--- src/rtl/aq_djpeg_pkg.sv ---
// Shared definitions for the JPEG decoder output path: pixel packing modes and
// fixed-point YCbCr->RGB coefficient derivation.
package aq_djpeg_pkg;

  typedef enum logic [1:0] {
    CSC_RGB888 = 2'd0,
    CSC_RGB565 = 2'd1,
    CSC_Y8     = 2'd2,
    CSC_BGR888 = 2'd3
  } cscMode_e;

  // BT.601 full-range coefficients in parts per million (magnitudes; signs applied in the datapath)
  localparam longint CR_R_PPM = 1402000;
  localparam longint CB_G_PPM = 344136;
  localparam longint CR_G_PPM = 714136;
  localparam longint CB_B_PPM = 1772000;

  // round(ppm/1e6 * 2^frac), halves rounded up
  function automatic int coefFix(input longint ppm, input int frac);
    longint scaled;
    scaled  = ppm * (longint'(1) << frac);
    coefFix = int'((2 * scaled + 64'sd1000000) / 64'sd2000000);
  endfunction

  localparam int COEF_FRAC_DEF = 10;
  localparam int CR_R_DEF = coefFix(CR_R_PPM, COEF_FRAC_DEF);
  localparam int CB_G_DEF = coefFix(CB_G_PPM, COEF_FRAC_DEF);
  localparam int CR_G_DEF = coefFix(CR_G_PPM, COEF_FRAC_DEF);
  localparam int CB_B_DEF = coefFix(CB_B_PPM, COEF_FRAC_DEF);

endpackage

--- src/rtl/aq_djpeg_sync_fifo.sv ---
// Show-ahead synchronous FIFO with occupancy output and synchronous flush.
module aq_djpeg_sync_fifo
  import aq_djpeg_pkg::*;
#(
  parameter int WIDTH = 8,
  parameter int DEPTH = 8
) (
  input  logic                   clk,
  input  logic                   rst,
  input  logic                   flush,
  input  logic                   push,
  input  logic [WIDTH-1:0]       wrData,
  input  logic                   pop,
  output logic [WIDTH-1:0]       rdData,
  output logic                   empty,
  output logic [$clog2(DEPTH):0] level
);

  localparam int PTR_W = $clog2(DEPTH);
  localparam int LVL_W = PTR_W + 1;

  logic [WIDTH-1:0] mem [DEPTH];
  logic [PTR_W-1:0] wrPtr, rdPtr;
  logic             full, doPop;

  assign empty  = (level == '0);
  assign full   = (level == LVL_W'(DEPTH));
  assign doPop  = pop && !empty;
  assign rdData = mem[rdPtr];

  always_ff @(posedge clk) begin
    if (push) mem[wrPtr] <= wrData;
  end

  // Pointers wrap naturally because DEPTH is a power of two
  always_ff @(posedge clk or posedge rst) begin
    if (rst) begin
      wrPtr <= '0;
      rdPtr <= '0;
      level <= '0;
    end else if (flush) begin
      wrPtr <= '0;
      rdPtr <= '0;
      level <= '0;
    end else begin
      if (push)  wrPtr <= wrPtr + 1'b1;
      if (doPop) rdPtr <= rdPtr + 1'b1;
      case ({push, doPop})
        2'b10:   level <= level + 1'b1;
        2'b01:   level <= level - 1'b1;
        default: level <= level;
      endcase
    end
  end

  assert property (@(posedge clk) disable iff (rst) !(push && full && !flush));

endmodule

--- src/rtl/aq_djpeg_csc_stream.sv ---
// YCbCr->RGB converter: 3-stage never-stalling datapath feeding a credit-guarded
// output FIFO with per-pixel packing mode, coordinates and frame-last marker.
module aq_djpeg_csc_stream
  import aq_djpeg_pkg::*;
#(
  parameter int IN_W       = 9,
  parameter int COEF_FRAC  = 10,
  parameter int FIFO_DEPTH = 8,
  parameter int COORD_W    = 16
) (
  input  logic                        clk,
  input  logic                        rst,
  input  logic                        ProcessInit,
  input  logic                        InEnable,
  output logic                        InReady,
  input  logic [2:0]                  InComp,
  input  logic [1:0]                  InMode,
  input  logic [IN_W-1:0]             InY,
  input  logic [IN_W-1:0]             InCb,
  input  logic [IN_W-1:0]             InCr,
  input  logic [COORD_W-1:0]          InPixelX,
  input  logic [COORD_W-1:0]          InPixelY,
  input  logic                        InLast,
  input  logic                        OutReady,
  output logic                        OutEnable,
  output logic [23:0]                 OutData,
  output logic [COORD_W-1:0]          OutPixelX,
  output logic [COORD_W-1:0]          OutPixelY,
  output logic                        OutLast,
  output logic [$clog2(FIFO_DEPTH):0] FifoLevel
);

  localparam int COEF_W  = COEF_FRAC + 2;
  localparam int PROD_W  = IN_W + COEF_W;
  localparam int ACC_W   = PROD_W + 3;
  localparam int RES_W   = ACC_W - COEF_FRAC;
  localparam int LVL_W   = $clog2(FIFO_DEPTH) + 1;
  localparam int ENTRY_W = 24 + 2 * COORD_W + 1;

  localparam logic signed [COEF_W-1:0] K_CR_R = COEF_W'(coefFix(CR_R_PPM, COEF_FRAC));
  localparam logic signed [COEF_W-1:0] K_CB_G = COEF_W'(coefFix(CB_G_PPM, COEF_FRAC));
  localparam logic signed [COEF_W-1:0] K_CR_G = COEF_W'(coefFix(CR_G_PPM, COEF_FRAC));
  localparam logic signed [COEF_W-1:0] K_CB_B = COEF_W'(coefFix(CB_B_PPM, COEF_FRAC));
  // +128 output offset plus half-LSB for round-half-up before the arithmetic shift
  localparam logic signed [ACC_W-1:0] BIAS =
    ACC_W'((longint'(128) << COEF_FRAC) + (longint'(1) << (COEF_FRAC - 1)));

  function automatic logic [7:0] clamp8(input logic signed [RES_W-1:0] v);
    if (v[RES_W-1])            clamp8 = 8'h00;
    else if (v > RES_W'(255))  clamp8 = 8'hFF;
    else                       clamp8 = v[7:0];
  endfunction

  function automatic logic [23:0] pack(input cscMode_e m, input logic [7:0] r, input logic [7:0] g,
                                       input logic [7:0] b, input logic [7:0] y8);
    case (m)
      CSC_RGB565: pack = {8'h00, r[7:3], g[7:2], b[7:3]};
      CSC_Y8:     pack = {16'h0000, y8};
      CSC_BGR888: pack = {b, g, r};
      default:    pack = {r, g, b};
    endcase
  endfunction

  logic signed [IN_W-1:0] yIn, cbIn, crIn;
  logic                   gray, accept;
  logic                   vld_p1, vld_p2, vld_p3;
  logic [LVL_W-1:0]       inFlight;

  assign gray = (InComp == 3'd1);
  assign yIn  = $signed(InY);
  assign cbIn = gray ? '0 : $signed(InCb);
  assign crIn = gray ? '0 : $signed(InCr);

  assign inFlight = LVL_W'(vld_p1) + LVL_W'(vld_p2) + LVL_W'(vld_p3);
  assign InReady  = !ProcessInit && ((FifoLevel + inFlight) < LVL_W'(FIFO_DEPTH));
  assign accept   = InEnable && InReady;

  always_ff @(posedge clk or posedge rst) begin
    if (rst) begin
      vld_p1 <= 1'b0;
      vld_p2 <= 1'b0;
      vld_p3 <= 1'b0;
    end else if (ProcessInit) begin
      vld_p1 <= 1'b0;
      vld_p2 <= 1'b0;
      vld_p3 <= 1'b0;
    end else begin
      vld_p1 <= accept;
      vld_p2 <= vld_p1;
      vld_p3 <= vld_p2;
    end
  end

  // S1: coefficient multiplies
  logic signed [IN_W-1:0]   y_p1;
  logic signed [PROD_W-1:0] crR_p1, cbG_p1, crG_p1, cbB_p1;
  cscMode_e                 mode_p1;
  logic [COORD_W-1:0]       pixX_p1, pixY_p1;
  logic                     last_p1;

  always_ff @(posedge clk) begin
    if (accept) begin
      y_p1    <= yIn;
      crR_p1  <= PROD_W'(crIn) * PROD_W'(K_CR_R);
      cbG_p1  <= PROD_W'(cbIn) * PROD_W'(K_CB_G);
      crG_p1  <= PROD_W'(crIn) * PROD_W'(K_CR_G);
      cbB_p1  <= PROD_W'(cbIn) * PROD_W'(K_CB_B);
      mode_p1 <= cscMode_e'(InMode);
      pixX_p1 <= InPixelX;
      pixY_p1 <= InPixelY;
      last_p1 <= InLast;
    end
  end

  // S2: sum, round, scale back to integer
  logic signed [ACC_W-1:0] yScaled, accR, accG, accB;
  logic signed [RES_W-1:0] r_p2, g_p2, b_p2, y8_p2;
  cscMode_e                mode_p2;
  logic [COORD_W-1:0]      pixX_p2, pixY_p2;
  logic                    last_p2;

  always_comb begin
    yScaled = ACC_W'(y_p1) <<< COEF_FRAC;
    accR    = yScaled + ACC_W'(crR_p1) + BIAS;
    accG    = yScaled - ACC_W'(cbG_p1) - ACC_W'(crG_p1) + BIAS;
    accB    = yScaled + ACC_W'(cbB_p1) + BIAS;
  end

  always_ff @(posedge clk) begin
    if (vld_p1) begin
      r_p2    <= RES_W'(accR >>> COEF_FRAC);
      g_p2    <= RES_W'(accG >>> COEF_FRAC);
      b_p2    <= RES_W'(accB >>> COEF_FRAC);
      y8_p2   <= RES_W'(y_p1) + RES_W'(128);
      mode_p2 <= mode_p1;
      pixX_p2 <= pixX_p1;
      pixY_p2 <= pixY_p1;
      last_p2 <= last_p1;
    end
  end

  // S3: clamp and pack into a FIFO entry
  logic [ENTRY_W-1:0] entry_p3;

  always_ff @(posedge clk) begin
    if (vld_p2) begin
      entry_p3 <= {last_p2, pixY_p2, pixX_p2,
                   pack(mode_p2, clamp8(r_p2), clamp8(g_p2), clamp8(b_p2), clamp8(y8_p2))};
    end
  end

  logic [ENTRY_W-1:0] headEntry;
  logic               fifoEmpty;

  aq_djpeg_sync_fifo #(
    .WIDTH (ENTRY_W),
    .DEPTH (FIFO_DEPTH)
  ) uFifo (
    .clk    (clk),
    .rst    (rst),
    .flush  (ProcessInit),
    .push   (vld_p3),
    .wrData (entry_p3),
    .pop    (OutReady),
    .rdData (headEntry),
    .empty  (fifoEmpty),
    .level  (FifoLevel)
  );

  assign OutEnable = !fifoEmpty;
  assign {OutLast, OutPixelY, OutPixelX, OutData} = fifoEmpty ? '0 : headEntry;

endmodule

--- config.mk ---
export PLATFORM = sky130hd
export DESIGN_NAME = aq_djpeg_csc_stream
export DESIGN_NICKNAME = d
export VERILOG_FILES = /design/src/rtl/aq_djpeg_pkg.sv /design/src/rtl/aq_djpeg_sync_fifo.sv /design/src/rtl/aq_djpeg_csc_stream.sv
export SDC_FILE = /design/constraint.sdc
export NUM_CORES = 1
export LEC_CHECK = 0
export BUFFER_PORTS_ARGS = -buffer_cell sky130_fd_sc_hd__buf_2
export CORE_MARGIN = 3
export CORE_UTILIZATION = 60
export DETAILED_ROUTE_END_ITERATION = 6
export GPL_TIMING_DRIVEN = 1
export PLACE_DENSITY = 0.89
export SLEW_MARGIN = 20
export SYNTH_ARGS = -nofsm -noshare
export SYNTH_HDL_FRONTEND = slang
export SYNTH_SLANG_ARGS = --single-unit
--- constraint.sdc ---
create_clock -name clk -period 16.98 [get_ports clk]
set_clock_uncertainty 0.1 [all_clocks]
set_input_delay 1.698 -clock clk [delete_from_list [all_inputs] [get_ports clk]]
set_output_delay 1.698 -clock clk [all_outputs]
set_load 0.05 [all_outputs]
==> results of run 1 <==
## cell families (layout without fill, tap and decap cells)
family | count (synthesis) | in the layout | share of synthesized area, %
AOI/OAI and AO/OA | 239 | 239 | 4.70
buffers and inverters | 248 | 455 | 2.78
muxes | 176 | 176 | 9.31
DFF | 711 | 711 | 62.1
xor gates and xnor gates | 100 | 100 | 2.56
and+or+nand+nor | 308 | 308 | 4.11
adders and majority gates | 347 | 347 | 14.4
## where the power goes
group / switching (mW) / internal (mW)
Clock: 0.620 / 0.858
Sequential: 0.0999 / 2.15
Combinational: 1.51 / 0.898
Total: 2.23 / 3.91
## stage by stage
stage	std cells	power [mW]
6_report	3084	6.14
5_1_grt	3084	6.48
4_1_cts	3084	6.17
3_5_place_dp	2966	4.67
3_3_place_gp	2966	4.58
2_1_floorplan	2129	4.10
## worst paths after layout
kind	from	endpoint
max	InComp[1]	crG_p1[18]$_DFFE_PP_
min	pixX_p1[9]$_DFFE_PP_	pixX_p2[9]$_DFFE_PP_
max reg2reg	vld_p1$_DFF_PP0_	pixX_p1[4]$_DFFE_PP_
min reg2reg	pixX_p1[9]$_DFFE_PP_	pixX_p2[9]$_DFFE_PP_
max in group asynchronous	rst	uFifo.rdPtr[0]$_DFFE_PP0P_
min in group asynchronous	rst	uFifo.wrPtr[2]$_DFFE_PP0P_
## worst max-delay path, stage by stage
cell and delay (ps):
buf_2 90, nor2_1 110, nand2_1 480, nand2_1 350, inv_1 130, ha_1 390
fa_1 570, inv_1 70, fa_1 470, inv_1 50, fa_1 470, ha_1 330
a31o_2 250, ha_1 360, nand3_1 90, o21ai_1 220, o21ai_0 200, o21ai_0 420
nor4_1 110, a311o_1 340
## layer usage
| metal | global-route usage [%] | wire, um |
|---|---|---|
| met5 | 0 | 0 |
| met4 | 8.32 | 1960 |
| met3 | 3.51 | 4460 |
| met2 | 44.6 | 38900 |
| met1 | 31.6 | 28000 |
## registers in the layout, summed over array words and instances, names as in the netlist, 10 cells and up
name / cells
r_p2: 13
pixX_p1: 16
uFifo.mem: 456
g_p2: 12
crG_p1: 20
b_p2: 13
y8_p2: 10
pixY_p2: 16
crR_p1: 12
pixY_p1: 16
pixX_p2: 16
entry_p3: 57
cbB_p1: 14
cbG_p1: 12
## cell type report
| type | count | area (um2) |
|---|---|---|
| fillers | 3528 | 17900 |
| clock buffers | 84 | 1840 |
| flip-flops and latches | 711 | 21300 |
| clock inverters | 34 | 319 |
| well taps | 748 | 936 |
| multi-input cells | 1170 | 12100 |
| repair buffers | 148 | 785 |
| inverters | 189 | 709 |
## cells in the mapped netlist, types with 6 or more instances
| library cell | instances | area (um2) |
|---|---|---|
| a21o_1 | 26 | 195 |
| a21oi_1 | 60 | 300 |
| a31oi_1 | 6 | 37.5 |
| and2_1 | 12 | 75.1 |
| and3_1 | 7 | 43.8 |
| buf_2 | 17 | 85.1 |
| clkbuf_1 | 41 | 154 |
| dfrtp_1 | 13 | 325 |
| edfxtp_1 | 698 | 21000 |
| fa_1 | 80 | 1600 |
| ha_1 | 267 | 3340 |
| inv_1 | 189 | 709 |
| mux2i_1 | 61 | 611 |
| mux4_2 | 114 | 2570 |
| nand2_1 | 60 | 225 |
| nand2b_1 | 8 | 50.1 |
| nand3_1 | 15 | 75.1 |
| nor2_1 | 138 | 518 |
| nor2b_1 | 7 | 43.8 |
| nor3_1 | 29 | 145 |
| o211ai_1 | 8 | 60.1 |
| o21a_1 | 13 | 97.6 |
| o21ai_0 | 45 | 225 |
| o21bai_1 | 20 | 150 |
| o22ai_1 | 6 | 37.5 |
| o2bb2ai_1 | 7 | 61.3 |
| or2_2 | 7 | 43.8 |
| or3_1 | 9 | 56.3 |
| xnor2_1 | 67 | 587 |
| xor2_1 | 33 | 289 |
==> impl_metrics.tcl, run 1 <==
set metrics [dict create \
    syn_area_per_cell_um2 16.1 \
    viasPerCell 6.06 \
    worstPathArrival_ps 7220 \
    final_util_pct 68.0 \
    worst-path-max-fanout 25 \
    firstDrtPassIters 6 \
    cts_root_buf "clkbuf_16" \
    synth_edf_count 698 \
    synth_cell_types 70 \
    dpl_worst_slack_ps 9450 \
    drive_above_1_share_pct 16.7 \
    hold_viol 0 \
    final_cell_mix "edfxtp_1 (698), ha_1 (267), inv_1 (189)" \
    synth-seq-cells 711 \
    clkLatencyLatePin_ps 600 \
    setup_tns_ps 0 \
    worst_pin_slew_ps 1030 \
    syn_area_mm2 0.0343 \
    wirelength_um 73300 \
    timing.hold.ws_ps 311 \
    synthFlopType "edfxtp_1" \
    grt_max_degree 71 \
    dieWidth_um 245 \
    syn2layout_area_growth_pct 10.8 \
    slew_headroom_pct 31.0 \
    ios 133 \
    numCtsBuffers 70 \
    setup_viol 0 \
    status "completed" \
    final_common_cell "edfxtp_1" \
    start_util_pct 61.4 \
    cts_tree "built" \
    drc 0 \
    fmax_mhz 143 \
    ctsHoldBuffers 0 \
    fin_crit_ps 7000 \
    cts_setup_buffers 0 \
    fp.dieArea_mm2 0.0600 \
    max_cap_viol_count 0 \
    drt-initial-drc-count 1532 \
    fin_area_mm2 0.0380 \
    slew_violations 0 \
    wl_per_cell_um 23.8 \
    cts.repair.resized 0 \
    min_delay_path_depth 0 \
    rsz0062_at_grt "false" \
    grt_pass1_vias 19800 \
    die_h_um 245 \
    syn_nets 2546 \
    routed-via-count 18700 \
    ir_worst_vdd_v 0.000156 \
    nets 2707 \
    diodes 0 \
    hpwl_um 46500 \
    power.density_mw_per_mm2 162 \
    synth_cells 2129 \
    worst_setup_path_end_kind "flip-flop" \
    fin_crit_sh_pct 41.2 \
    start_kind "input pin" \
    hp-class "reg -> reg" \
    core.rowCount 86 \
    gp_congestion 0.908 \
    ys_warn_count 0 \
    layout_setup_ws_ps 9980 \
    overflow 0 \
    clk_pin_slew_ps 60 \
    place_area_mm2 0.0358 \
    antenna_found_initial 1 \
    critical_path_class "in -> reg" \
    p_leak_nw 14.3 \
    yosysSeqAreaShare_pct 62.1 \
    core-area_mm2 0.0558 \
    grt_pass1_wl_um 115000 \
    htreeDepth 3 \
    rr_worst_depth 11 \
    cp.required_ps 17200 \
    ant_nets 0 \
    grt_usage_pct 25.0 \
    cts.sinks 711 \
    rrSetupSlack_ps 12780 \
    portBuffers 132 \
    async_reset_ff_share_pct 1.83 \
    cts_buffer_depth 3 \
]
Note: power is estimated with default switching activity, not from simulation.
==> run 2: changes to the inputs <==
==> constraint.sdc (replaced) <==
create_clock -name clk -period 6.6 [get_ports clk]
set_clock_uncertainty 0.1 [all_clocks]
set_input_delay 0.66 -clock clk [delete_from_list [all_inputs] [get_ports clk]]
set_output_delay 0.66 -clock clk [all_outputs]
set_load 0.05 [all_outputs]
==> run 2 against run 1 <==
Global-route usage rose by 1.7 points; critical path depth did not move; worst setup slack got worse by 8900 ps; via count rose by 2.1%; highest routed layer is now met5; critical path type unchanged; largest power group unchanged; sequential share of layout area barely moved; clock power rose to 2.5 times the previous value.
==> impl_metrics.tcl, run 2 (synthesized netlist as in run 1, its figures left out) <==
set metrics [dict create \
    fillCellCount 3487 \
    power.density_mw_per_mm2 416 \
    largest_reg_flops 456 \
    fin_crit_sh_pct 83.8 \
    viasPerCell 6.17 \
    grt_usage_pct 26.6 \
    fp.dieArea_mm2 0.0600 \
    ir_worst_vdd_v 0.000365 \
    slew_violations 0 \
    antenna_found_initial 2 \
    final_common_cell "edfxtp_1" \
    cts_root_buf "clkbuf_16" \
    rr_worst_depth 11 \
    routed-via-count 19100 \
    max_cap_viol_count 0 \
    wl_per_cell_um 25.3 \
    worstPathArrival_ps 5760 \
    p_leak_nw 14.3 \
    cp_slowest_cell "fa_1" \
    hp-class "in -> reg" \
    slew_headroom_pct 24.7 \
    drive_above_1_share_pct 16.7 \
    core.rowCount 86 \
    timing.critical_path.buf_inv 4 \
    min_delay_path_depth 1 \
    gp_congestion 0.926 \
    core-area_mm2 0.0558 \
    cp.required_ps 6830 \
    clk_pin_slew_ps 70 \
    setup_viol 0 \
    hpwl_um 46500 \
    dieWidth_um 245 \
    start_kind "input pin" \
    final_cell_mix "edfxtp_1 (698), ha_1 (267), inv_1 (189)" \
    worst-path-max-fanout 10 \
    drc 0 \
    cts_buffer_depth 3 \
    grt_pass1_wl_um 120000 \
    nets 2708 \
    ant_nets 0 \
    cts_tree "built" \
    htreeDepth 3 \
    portBuffers 132 \
    rsz0062_at_grt "false" \
    drt-initial-drc-count 1607 \
    setup_tns_ps 0 \
    critical-path-top-delay-family "adder cells" \
    status "completed" \
    fmax_mhz 181 \
    numCtsBuffers 68 \
    worst_setup_path_end_kind "flip-flop" \
    dpl_worst_slack_ps 524 \
    clkLatencyLatePin_ps 590 \
    overflow 0 \
    critical_path_class "in -> reg" \
    grt_max_degree 103 \
    syn2layout_area_growth_pct 10.8 \
    ios 133 \
    largest-register "uFifo.mem" \
    layout_setup_ws_ps 1070 \
    hold_viol 0 \
    cts.sinks 711 \
    max_stage_delay_ps 560 \
    worst_pin_slew_ps 1130 \
    p_total_mw 15.8 \
    largestRegisters "uFifo.mem x456, entry_p3 x57, crG_p1 x20" \
    cp.depth 20 \
    start_util_pct 61.4 \
    fin_crit_ps 5530 \
    die_h_um 245 \
    wirelength_um 78300 \
    cts.repair.resized 0 \
    grt_pass1_vias 19900 \
    firstDrtPassIters 7 \
    path_cells "buf_2 -> nor2_1 -> nand2_1 -> nand2_1 -> inv_1 -> ha_1 -> fa_1 -> inv_1 -> fa_1 -> inv_1 -> fa_1 -> ha_1 -> xnor2_1 -> ha_1 -> a21o_1 -> a21oi_1 -> o21ai_1 -> o21ai_0 -> o21ai_0 -> a311o_1" \
]
==> run 2: cell count changes in the layout (fill, tap and decap cells not counted), sizes merged <==
| cell | change |
|---|---|
| dlygate4sd3 | +1 |
| buf | +2 |
| bufinv | -2 |
| diode | +1 |
| clkinv | -1 |
| clkbuf | +3 |
==> run 2: cell type report <==
| cell class | count | area, um2 | area share [%] |
|---|---|---|---|
| diodes | 1 | 2.50 | 0.00659 |
| clock buffers | 87 | 1840 | 4.84 |
| clock inverters | 31 | 263 | 0.692 |
| inverters | 189 | 709 | 1.87 |
| multi-input cells | 1170 | 12100 | 31.8 |
| flip-flops and latches | 711 | 21300 | 56.1 |
| well taps | 748 | 936 | 2.46 |
| repair buffers | 151 | 838 | 2.21 |
==> run 2: per-layer routing <==
metal	vias to the layer above	share of wire [%]	wire length, um	GRT usage, %
met1	9537	36	28300	32.5
li1	8349	-	-	-
met2	967	53	41300	47.9
met3	212	6.9	5370	3.65
met4	2	4.1	3250	11.2
met5	-	0.014	11	0
==> run 2: what timing repair did <==
action                                 in CTS  in global routing
hold buffers                                1                  0
endpoints found under the hold margin      13                  0
buffers inserted                            0                  0
==> run 2: final timing paths <==
| path | startpoint | end | slack, ps |
|---|---|---|---|
| setup / recovery | InComp[1] | crG_p1[18]$_DFFE_PP_ | 1070 |
| hold / removal | InPixelX[5] | pixX_p1[5]$_DFFE_PP_ | 140 |
| setup reg to reg | vld_p1$_DFF_PP0_ | cbB_p1[9]$_DFFE_PP_ | 2120 |
| hold reg to reg | pixX_p1[4]$_DFFE_PP_ | pixX_p2[4]$_DFFE_PP_ | 320 |
| max in group asynchronous | rst | uFifo.rdPtr[2]$_DFFE_PP0P_ | 5420 |
| min in group asynchronous | rst | uFifo.level[0]$_DFFE_PP0P_ | 580 |
==> run 2: power breakdown <==
group / switching, mW / internal, mW
Clock: 1.63 / 2.13
Combinational: 3.95 / 2.31
Sequential: 0.268 / 5.53
==> run 2: per-stage QoR <==
stage | std cells | utilization (%) | area [um2] | hold slack [ps]
3_3_place_gp | 2967 | 64.2 | 35800 | 302
4_1_cts | 3086 | 68.0 | 38000 | 115
5_1_grt | 3088 | 68.0 | 38000 | 123
2_1_floorplan | 2129 | - | 34300 | 300
3_5_place_dp | 2967 | 64.2 | 35800 | 305
6_report | 3088 | 68.0 | 38000 | 141
